<file path="src/rtl/fifo_wptr_full.sv">
// fifo_wptr_full -- write-domain pointer / full-flag stage of the async FIFO.
//
// Turns write requests into RAM write enables and addresses, and exports a
// Gray-coded write pointer to the read domain. The read domain's Gray pointer
// is brought in through a two-flop synchroniser. The full flag, fill level
// and sticky overflow flag are derived from that synchronised pointer.
//
// Optional build macro: FIFO_WPTR_AFULL_EN adds the registered walmost_full
// output (fill level >= AFULL_THRESH).
//
// Ports:
//   clk              in   write clock
//   rst              in   asynchronous, active-high reset
//   winc             in   write request
//   rptr_gray_async  in   read-domain Gray pointer (asynchronous to clk)
//   wen              out  write accept (winc & ~wfull), RAM write enable
//   waddr            out  RAM write address
//   wptr_gray        out  registered Gray write pointer to the read domain
//   wfull            out  registered full flag
//   wcount           out  registered fill level, 0..2**ADDR_W
//   wr_overflow      out  sticky: a write was attempted while full
//   walmost_full     out  registered almost-full (FIFO_WPTR_AFULL_EN only)
module fifo_wptr_full #(
  parameter int ADDR_W       = 4,
  parameter int AFULL_THRESH = 12
) (
  input  logic              clk,
  input  logic              rst,
  input  logic              winc,
  input  logic [ADDR_W:0]   rptr_gray_async,
  output logic              wen,
  output logic [ADDR_W-1:0] waddr,
  output logic [ADDR_W:0]   wptr_gray,
  output logic              wfull,
  output logic [ADDR_W:0]   wcount,
`ifdef FIFO_WPTR_AFULL_EN
  output logic              walmost_full,
`endif
  output logic              wr_overflow
);

  localparam logic [ADDR_W:0] AFULL_TH = AFULL_THRESH[ADDR_W:0];

  logic [ADDR_W:0] wbin_q, wbin_d;
  logic [ADDR_W:0] wptr_gray_q, wptr_gray_d;
  logic [ADDR_W:0] rq1_q, rq1_d;
  logic [ADDR_W:0] rq2_q, rq2_d;
  logic [ADDR_W:0] wcount_q, wcount_d;
  logic            wfull_q, wfull_d;
  logic            wr_overflow_q, wr_overflow_d;
  logic [ADDR_W:0] rbin;

  // Accept decision uses only the registered full flag; since wfull only
  // clears after the read pointer has been synchronised, it is conservative.
  assign wen   = winc & ~wfull_q;
  assign waddr = wbin_q[ADDR_W-1:0];

  always_comb begin
    rbin = '0;
    // Gray -> binary: each bit is the XOR of all Gray bits at or above it.
    for (int i = 0; i <= ADDR_W; i++) rbin[i] = ^(rq2_q >> i);

    rq1_d         = rptr_gray_async;
    rq2_d         = rq1_q;
    wbin_d        = wbin_q + {{ADDR_W{1'b0}}, wen};
    wptr_gray_d   = wbin_d ^ (wbin_d >> 1);
    // Full when the next write pointer has lapped the read pointer: top two
    // Gray bits inverted, the rest equal.
    wfull_d       = (wptr_gray_d == {~rq2_q[ADDR_W:ADDR_W-1], rq2_q[ADDR_W-2:0]});
    wcount_d      = wbin_d - rbin;
    wr_overflow_d = wr_overflow_q | (winc & wfull_q);
  end

  always_ff @(posedge clk or posedge rst) begin
    if (rst) begin
      wbin_q        <= '0;
      wptr_gray_q   <= '0;
      rq1_q         <= '0;
      rq2_q         <= '0;
      wfull_q       <= 1'b0;
      wcount_q      <= '0;
      wr_overflow_q <= 1'b0;
    end else begin
      wbin_q        <= wbin_d;
      wptr_gray_q   <= wptr_gray_d;
      rq1_q         <= rq1_d;
      rq2_q         <= rq2_d;
      wfull_q       <= wfull_d;
      wcount_q      <= wcount_d;
      wr_overflow_q <= wr_overflow_d;
    end
  end

  assign wptr_gray   = wptr_gray_q;
  assign wfull       = wfull_q;
  assign wcount      = wcount_q;
  assign wr_overflow = wr_overflow_q;

`ifdef FIFO_WPTR_AFULL_EN
  logic walmost_full_q, walmost_full_d;

  always_comb begin
    walmost_full_d = (wcount_d >= AFULL_TH);
  end

  always_ff @(posedge clk or posedge rst) begin
    if (rst) walmost_full_q <= 1'b0;
    else     walmost_full_q <= walmost_full_d;
  end

  assign walmost_full = walmost_full_q;
`else
  logic unused_afull;
  assign unused_afull = ^AFULL_TH;
`endif

endmodule

</file>
<file path="config.mk">
export PLATFORM = sky130hd
export DESIGN_NAME = fifo_wptr_full
export DESIGN_NICKNAME = d
export VERILOG_FILES = /design/src/rtl/fifo_wptr_full.sv
export SDC_FILE = /design/constraint.sdc
export NUM_CORES = 1
export LEC_CHECK = 0
export BUFFER_PORTS_ARGS = -buffer_cell sky130_fd_sc_hd__buf_2
export CORE_MARGIN = 2
export CORE_UTILIZATION = 45
export CTS_CLUSTER_SIZE = 16
export DETAILED_ROUTE_END_ITERATION = 10
export PLACE_DENSITY_LB_ADDON = 0.05
export SKIP_CTS_REPAIR_TIMING = 1
export SLEW_MARGIN = 20
export SYNTH_ARGS = -nofsm -noshare
export SYNTH_HDL_FRONTEND = slang
export SYNTH_SLANG_ARGS = --single-unit
</file>
<file path="constraint.sdc">
create_clock -name clk -period 4.9 [get_ports clk]
set_input_delay 0.49 -clock clk [delete_from_list [all_inputs] [get_ports clk]]
set_output_delay 0.49 -clock clk [all_outputs]
set_load 0.05 [all_outputs]
</file>
==> flow_metrics.tcl, run 1 <==
set metrics [dict create \
    status "completed" \
    cts_tree "built" \
    holdWs_ps 234.8 \
    synthCells 88 \
    place_area_sq_mm 0.001341 \
    clock_latency_ps 320 \
    yosysMostFrequentCell "dfrtp_1" \
    crit_chain "xnor3_2 > xor2_1 > xnor2_1 > ha_1 > fa_1 > or3_1 > a32oi_1 > o22ai_1" \
    drv_cap 0 \
    cts_max_level 1 \
    ys_top_cells_by_count "dfrtp_1 (26), inv_1 (11), xnor2_1 (9), xor2_1 (9), ha_1 (5)" \
    arrival_ps 3000 \
    grt_pass1_wl_um 3374 \
    drc 0 \
    firstDrtPassIters 4 \
    wirelength_um 1933 \
    min_path_type "primary input to asynchronous set/reset pin" \
    place_congestion 0.7039 \
    synth_edf_count 0 \
    path_max_fanout 5 \
    rr_worst_depth 8 \
    seq_area_frac_synth_pct 54.79 \
    vias_per_cell 4.972 \
    skew_ps 6.916 \
    syn_area_per_cell_sq_um 13.49 \
    critPathSlowestCell "xnor3_2" \
    fin_crit_sh_pct 56.84 \
    grt_use_total_pct 14.21 \
    ant_nets 0 \
    port-buffer-count 24 \
    cp-end-kind "flop" \
    setup_tns_ps 0 \
    vias 716 \
    area_growth_pct 14.86 \
    final_util_pct 54.55 \
    yosys.area.top_type_share_pct 54.79 \
    synthTopCellsByArea "dfrtp_1 (55%), xnor2_1 (6.6%), xor2_1 (6.6%)" \
    rsz0062_at_grt "false" \
    hold_viol_final 0 \
    cp.required_ps 5110 \
    drive_gt1_share_pct 27.19 \
    final_area_sq_mm 0.001364 \
    ys.flop_type "dfrtp_1" \
    cp.depth 8 \
    fp.dieArea_sq_mm 0.003065 \
    drv_slew 0 \
    worst_slew_pin_slew_ps 913.6 \
    reg2reg_to "wcount[4]$_DFF_PP0_" \
    cpLargestDelayFamily "XOR/XNOR gates" \
    slowest_delay_ps 510 \
    start_kind "flop" \
    setup_viol 0 \
    cts.clk_slew.worst_paths_ps 130 \
    crit_type "flop to flop" \
    relSlewSlack_pct 38.72 \
    drt-wirelength-per-cell_um 13.42 \
    nNetsFinal 130 \
    r2r_start "rq2_q[3]$_DFF_PP0_" \
    top_level_ports 25 \
    ys_types 25 \
    hpwl_um 1443 \
    cts_root_buf "clkbuf_4" \
    cts_num_sinks 26 \
    rrSetupSlack_ps 2120 \
    cts_made_buffers 3 \
    die_width_um 55.37 \
    die_y_um 55.37 \
    synth.cell_area_sq_mm 0.001187 \
    grt_max_degree 27 \
    grt_pass1_vias 719 \
    overflow 0 \
    num_rows 18 \
    fp.coreArea_sq_mm 0.002500 \
    synth_area_leader_cell "dfrtp_1" \
    min_period_ps 2785 \
    synthArstFlopShare_pct 100.0 \
    cts_max_path_buffers 2 \
    first_iter_violations 14 \
    initial_core_util_pct 47.50 \
    fmax_mhz 359.1 \
    syn-num-nets 102 \
    n_antenna_cell 0 \
    fillCellCount 236 \
    antenna_found_initial 0 \
    path_buf_inv 0 \
    ys_ff_latch 26 \
    yosysWarnings 0 \
]
final cells by class:
| class | instances | area (sq um) | share of cell area (%) |
|---|---|---|---|
| Tap cell | 30 | 37.54 | 2.752 |
| Clock buffer | 3 | 22.52 | 1.651 |
| Sequential cell | 26 | 650.6 | 47.71 |
| Timing Repair Buffer | 24 | 120.1 | 8.807 |
| Multi-Input combinational cell | 50 | 491.7 | 36.06 |
| Inverter | 11 | 41.29 | 3.028 |
worst max path at each step:
| stage | slack (ps) | to | from |
|---|---|---|---|
| 2_1_floorplan | 1610 | wcount[4]$_DFF_PP0_ | wfull$_DFF_PP0_ |
| 3_3_place_gp | 2180 | wcount[4]$_DFF_PP0_ | winc |
| 3_5_place_dp | 2110 | wcount[4]$_DFF_PP0_ | winc |
| 4_1_cts | 2100 | wcount[4]$_DFF_PP0_ | rq2_q[3]$_DFF_PP0_ |
| 5_1_grt | 2000 | wcount[4]$_DFF_PP0_ | rq2_q[3]$_DFF_PP0_ |
| 6_report | 2120 | wcount[4]$_DFF_PP0_ | rq2_q[3]$_DFF_PP0_ |
worst register-to-register path: cells and delay by family (launching register included):
family,cells,cell delay (ps)
compound gates,2,330
fa+ha+maj,2,640
simple gates,1,380
flops,1,420
xor+xnor,3,910
cells in the final DEF (no fill, tap or decap), types with 3 or more instances in the layout:
master and count:
inv_1 10, buf_2 24, clkbuf_4 3, dfrtp_1 26, ha_1 5, xnor2_1 9, nand3_1 3, xor2_1 9
through the flow:
step | instances | setup WS [ps]
2_1_floorplan | 88 | 1613
3_3_place_gp | 141 | 2177
3_5_place_dp | 141 | 2114
4_1_cts | 144 | 2099
5_1_grt | 144 | 1997
6_report | 144 | 2115
sequential cells by signal, summed over array words and instances, names as in the netlist:
signal / cells
rq1_q: 5
rq2_q: 5
wbin_q: 5
wcount: 5
wptr_gray: 4
wfull: 1
wr_overflow: 1
logic make-up (layout without fill, tap and decap cells):
logic type,count (synthesis),in the layout,share of synthesized area (%)
fa+ha+maj,6,6,6.955
simple gates,11,11,5.374
compound gates,11,11,7.693
buf+inv,12,38,3.793
flops,26,26,54.79
xor+xnor,22,22,21.39
metal layers:
| layer | track usage (%) | vias to the layer above | part of all wire [%] | wire (um) |
|---|---|---|---|---|
| met2 | 22.28 | 24 | 47 | 904 |
| met1 | 19.14 | 344 | 45 | 879 |
| met4 | 6.272 | 0 | 1.4 | 27 |
| met3 | 2.810 | 4 | 6.3 | 121 |
| li1 | - | 344 | - | - |
| met5 | 0 | - | 0 | 0 |
Power of run 1 is left out: the tool's default activity adds up to more than one toggle a clock period on the data nets, which glitch-free logic cannot reach.
==> inputs of run 2 (changes only) <==
==> constraint.sdc (replaced) <==
create_clock -name clk -period 2.4 [get_ports clk]
set_input_delay 0.24 -clock clk [delete_from_list [all_inputs] [get_ports clk]]
set_output_delay 0.24 -clock clk [all_outputs]
set_load 0.05 [all_outputs]
==> run 2 against run 1 <==
- the run now ends with negative setup slack left
- worst setup slack worse by 2200 ps
- clock skew down 2.3 ps
- register-to-register slack worse by 2200 ps
- first-iteration DRC count down 79%
- hold slack worse by 210 ps
- global-route usage down 1.1 points
- sequential share of layout area down 4.1 points
- fmax up 14%
- cell area up 9.5%
- sequential cell count unchanged
- die area unchanged
- highest routed layer unchanged
==> flow_metrics.tcl, run 2 (synthesis results as in run 1) <==
set metrics [dict create \
    status "complete, but fails checks" \
    violations "negative setup slack" \
    relSlewSlack_pct 71.43 \
    port-buffer-count 24 \
    min_period_ps 2437 \
    fillCellCount 209 \
    grt_pass1_vias 758 \
    drive_gt1_share_pct 36.80 \
    holdWs_ps 20.76 \
    drc 0 \
    num_rows 18 \
    die_y_um 55.37 \
    cpLargestDelayFamily "XOR/XNOR gates" \
    cts_max_path_buffers 2 \
    whs_path_depth 1 \
    grt_max_degree 27 \
    drv_slew 0 \
    dp.cells 148 \
    cts_tree "built" \
    vias_per_cell 4.748 \
    grt_pass1_wl_um 3118 \
    drv_cap 0 \
    hold_viol_final 0 \
    top_level_ports 25 \
    wirelength_um 1832 \
    fmax_mhz 410.4 \
    clock_latency_ps 310 \
    initial_core_util_pct 47.50 \
    cp-end-kind "flop" \
    postLayoutSetupSlackWorst_ps -36.70 \
    highest-signal-layer "met4" \
    hpwl_um 1371 \
    die_width_um 55.37 \
    setup_viol 1 \
    cts_max_level 1 \
    seq_area_sq_um 651.9 \
    grt_use_total_pct 13.14 \
    dr_wl_met2_um 886 \
    cp.required_ps 2590 \
    vias 736 \
    drt-wirelength-per-cell_um 11.82 \
    nNetsFinal 140 \
    cts_num_sinks 26 \
    fin_cells 155 \
    rrSetupSlack_ps -40 \
    skew_ps 4.651 \
    overflow 0 \
    final_util_pct 59.76 \
    fp.coreArea_sq_mm 0.002500 \
    cts_made_buffers 3 \
    layout_common_cells "dfrtp_1 (25), buf_2 (24), inv_1 (11)" \
    min_from "rptr_gray_async[4]" \
    antenna_found_initial 0 \
    crit_type "flop to flop" \
    rr_worst_depth 8 \
    min_to "rq1_q[4]$_DFF_PP0_" \
    dp_slack_ps -15.47 \
    arrival_ps 2630 \
    area_growth_pct 25.82 \
    m1WireLength_um 848 \
    path_buf_inv 0 \
    fp.dieArea_sq_mm 0.003065 \
    layout_commonest_cell "dfrtp_1" \
    start_kind "flop" \
    cts_root_buf "clkbuf_4" \
    first_iter_violations 3 \
    rsz0062_at_grt "true" \
    path_max_fanout 2 \
    min_path_type "primary input to flop" \
    fin_crit_sh_pct 101.5 \
    multi_input_comb_area_sq_um 536.8 \
    ant_nets 0 \
    worst_slew_pin_slew_ps 427.1 \
    n_antenna_cell 0 \
    place_congestion 0.7973 \
    firstDrtPassIters 3 \
    critPathSlowestCell "xnor3_2" \
    reg2reg_to "wcount[4]$_DFF_PP0_" \
    cts.clk_slew.worst_paths_ps 130 \
    routed-wl-met3_um 84 \
    crit_chain "xnor3_2 > xor2_2 > xnor2_1 > ha_2 > fa_2 > or3_1 > a32oi_1 > o22ai_1" \
    slowest_delay_ps 460 \
    r2r_start "rq2_q[3]$_DFF_PP0_" \
]
[run 2: cell types whose count changed in the layout (fill, tap and decap cells not counted), sizes merged]
cell         delta
buf             +8
dlygate4sd3     +2
clkbuf          +1
clkinv          -1
inv             +1
[run 2: how the worst max path moves through the flow]
stage                          end  cells past startpoint  slack (ps)                from
3_3_place_gp   wcount[4]$_DFF_PP0_                      8          20  rq2_q[2]$_DFF_PP0_
4_1_cts        wcount[4]$_DFF_PP0_                      8         -40  rq2_q[2]$_DFF_PP0_
6_report       wcount[4]$_DFF_PP0_                      8         -40  rq2_q[3]$_DFF_PP0_
2_1_floorplan  wcount[4]$_DFF_PP0_                      8         -40  rq2_q[4]$_DFF_PP0_
3_5_place_dp   wcount[4]$_DFF_PP0_                      8         -20  rq2_q[2]$_DFF_PP0_
5_1_grt        wcount[4]$_DFF_PP0_                      8        -130  rq2_q[3]$_DFF_PP0_
[run 2: stage by stage]
stage                     setup TNS (ps)  cell area (sq um)
after floorplan                   -43.61               1234
after global placement                 0               1440
after detailed placement          -15.47               1440
after CTS                         -40.88               1466
after global routing              -125.3               1494
final                             -36.70               1494
[run 2: worst register-to-register path: stages, from the launching register on]
cell and delay, ps:
dfrtp_1 380, xnor3_2 460, xor2_2 170, xnor2_1 130, ha_2 190, fa_2 360, or3_1 340, a32oi_1 200
o22ai_1 90
[run 2: layout make-up]
class | instances | share of cell area (%)
Sequential cell | 26 | 43.63
Multi-Input combinational cell | 50 | 35.93
Timing Repair Buffer | 34 | 13.40
Inverter | 11 | 2.764
Tap cell | 30 | 2.513
Clock buffer | 4 | 1.759
[run 2: metal layers]
metal / track usage (%) / up-vias
met5: 0 / -
met4: 6.272 / 0
met3: 2.108 / 2
met2: 22.62 / 19
met1: 15.99 / 349
li1: - / 366
Power of run 2 is left out for the same reason.
==> inputs of run 3 (changes only) <==
--- a/config.mk
+++ b/config.mk
@@ -10,9 +10,8 @@
 export CORE_UTILIZATION = 45
 export CTS_CLUSTER_SIZE = 16
 export DETAILED_ROUTE_END_ITERATION = 10
-export PLACE_DENSITY_LB_ADDON = 0.05
+export PLACE_DENSITY = 0.72
 export SKIP_CTS_REPAIR_TIMING = 1
-export SLEW_MARGIN = 20
 export SYNTH_ARGS = -nofsm -noshare
 export SYNTH_HDL_FRONTEND = slang
 export SYNTH_SLANG_ARGS = --single-unit
==> run 3 against run 2 <==
- the run still ends with negative setup slack left
- hold slack about the same
- cell area decreased by 0.33%
- clock skew decreased by 0.91 ps
- die area unchanged
- sequential share of layout area increased by 0.15 points
- global-route usage increased by 1.9 points
- first-iteration DRC count increased by 100%
- cell count decreased by 1.3%
- register-to-register slack got worse by 80 ps
- utilization decreased by 0.20 points
- critical endpoint unchanged
==> flow_metrics.tcl, run 3 (synthesis results as in run 1) <==
set metrics [dict create \
    start_kind "flop" \
    grt_pass1_wl_um 3608 \
    firstDrtPassIters 4 \
    fmax_mhz 396.6 \
    fp.dieArea_sq_mm 0.003065 \
    arrival_ps 2720 \
    first_iter_violations 6 \
    drive_gt1_share_pct 38.21 \
    hold_viol_final 0 \
    min_from "rptr_gray_async[2]" \
    die_y_um 55.37 \
    die_width_um 55.37 \
    worst_slew_pin_slew_ps 959.2 \
    cts_made_buffers 3 \
    cts_tree "built" \
    n_antenna_cell 0 \
    wirelength_um 2115 \
    grt_max_degree 27 \
    hpwl_um 1528 \
    port-buffer-count 24 \
    cts_root_buf "clkbuf_4" \
    clock_latency_ps 310 \
    fin_crit_sh_pct 105.1 \
    initial_core_util_pct 47.50 \
    status "complete, but fails checks" \
    min_path_type "primary input to flop" \
    whs_path_depth 1 \
    cts_max_path_buffers 2 \
    rrSetupSlack_ps -120 \
    crit_type "flop to flop" \
    cp-end-kind "flop" \
    rsz0062_at_grt "true" \
    cp.required_ps 2600 \
    postLayoutSetupSlackWorst_ps -121.7 \
    fp.coreArea_sq_mm 0.002500 \
    r2r_start "rq2_q[3]$_DFF_PP0_" \
    drv_slew 0 \
    num_rows 18 \
    area_growth_pct 25.40 \
    rr_worst_depth 8 \
    top_level_ports 25 \
    nNetsFinal 138 \
    cts.clk_slew.worst_paths_ps 130 \
    dp.cells 146 \
    drv_cap 0 \
    min_to "rq1_q[2]$_DFF_PP0_" \
    grt_pass1_vias 842 \
    skew_ps 3.736 \
    reg2reg_to "wcount[4]$_DFF_PP0_" \
    antenna_found_initial 0 \
    overflow 0 \
    violations "negative setup slack" \
    relSlewSlack_pct 35.98 \
    min_period_ps 2522 \
    grt_use_total_pct 15.03 \
    drt-wirelength-per-cell_um 13.82 \
    cts_max_level 1 \
    drc 0 \
    setup_viol 1 \
    layout_common_cells "dfrtp_1 (25), buf_2 (24), inv_1 (11)" \
    place_congestion 0.7456 \
    ant_nets 0 \
    layout_commonest_cell "dfrtp_1" \
    cts_num_sinks 26 \
    path_max_fanout 2 \
    vias 769 \
    vias_per_cell 5.026 \
    fin_cells 153 \
]
==> run 3: cell count changes in the layout (fill, tap and decap cells not counted), sizes merged <==
cell | previous run | this run
dlygate4sd3 | 2 | 1
buf | 32 | 31
==> run 3: layout make-up <==
type / instances / area [sq um]
Fill cell: 195 / 1011
Sequential cell: 26 / 651.9
Multi-Input combinational cell: 50 / 549.3
Timing Repair Buffer: 32 / 182.7
Inverter: 11 / 41.29
Tap cell: 30 / 37.54
Clock buffer: 4 / 26.28
==> run 3: worst max-delay path, stage by stage (launching register included) <==
cell and delay (ps):
dfrtp_1 390, xnor3_2 460, xor2_2 170, xnor2_1 130
ha_2 190, fa_2 370, or3_4 380, a32oi_2 220
o22ai_1 100
==> run 3: worst max-delay path by stage <==
stage | from | cells past startpoint | slack, ps | endpoint
after floorplan | rq2_q[4]$_DFF_PP0_ | 8 | -40 | wcount[4]$_DFF_PP0_
after global placement | rq2_q[4]$_DFF_PP0_ | 8 | 30 | wcount[4]$_DFF_PP0_
after detailed placement | rq2_q[4]$_DFF_PP0_ | 8 | -50 | wcount[4]$_DFF_PP0_
after CTS | rq2_q[4]$_DFF_PP0_ | 8 | -110 | wcount[4]$_DFF_PP0_
after global routing | rq2_q[3]$_DFF_PP0_ | 10 | -190 | wcount[4]$_DFF_PP0_
final | rq2_q[3]$_DFF_PP0_ | 8 | -120 | wcount[4]$_DFF_PP0_
==> run 3: per-layer routing <==
metal	GRT usage (%)	part of all wire, %	up-vias
met5	0	0	-
met4	5.575	2.3	0
met3	3.279	4.6	4
met2	27.55	51	26
met1	16.93	42	377
li1	-	-	362
==> run 3: metrics by stage <==
step	hold WS, ps	TNS, ps	worst slack [ps]	instance area (sq um)	utilization (%)
global route	-7.485	-188.1	-188.1	1489	59.56
global placement	332.3	0	28.28	1425	57.01
detailed placement	337.2	-54.45	-54.45	1425	57.01
floorplan	271.4	-43.61	-43.61	1234	-
CTS	15.22	-112.3	-112.3	1451	58.06
finish	20.50	-121.7	-121.7	1489	59.56
Power of run 3 is left out for the same reason.
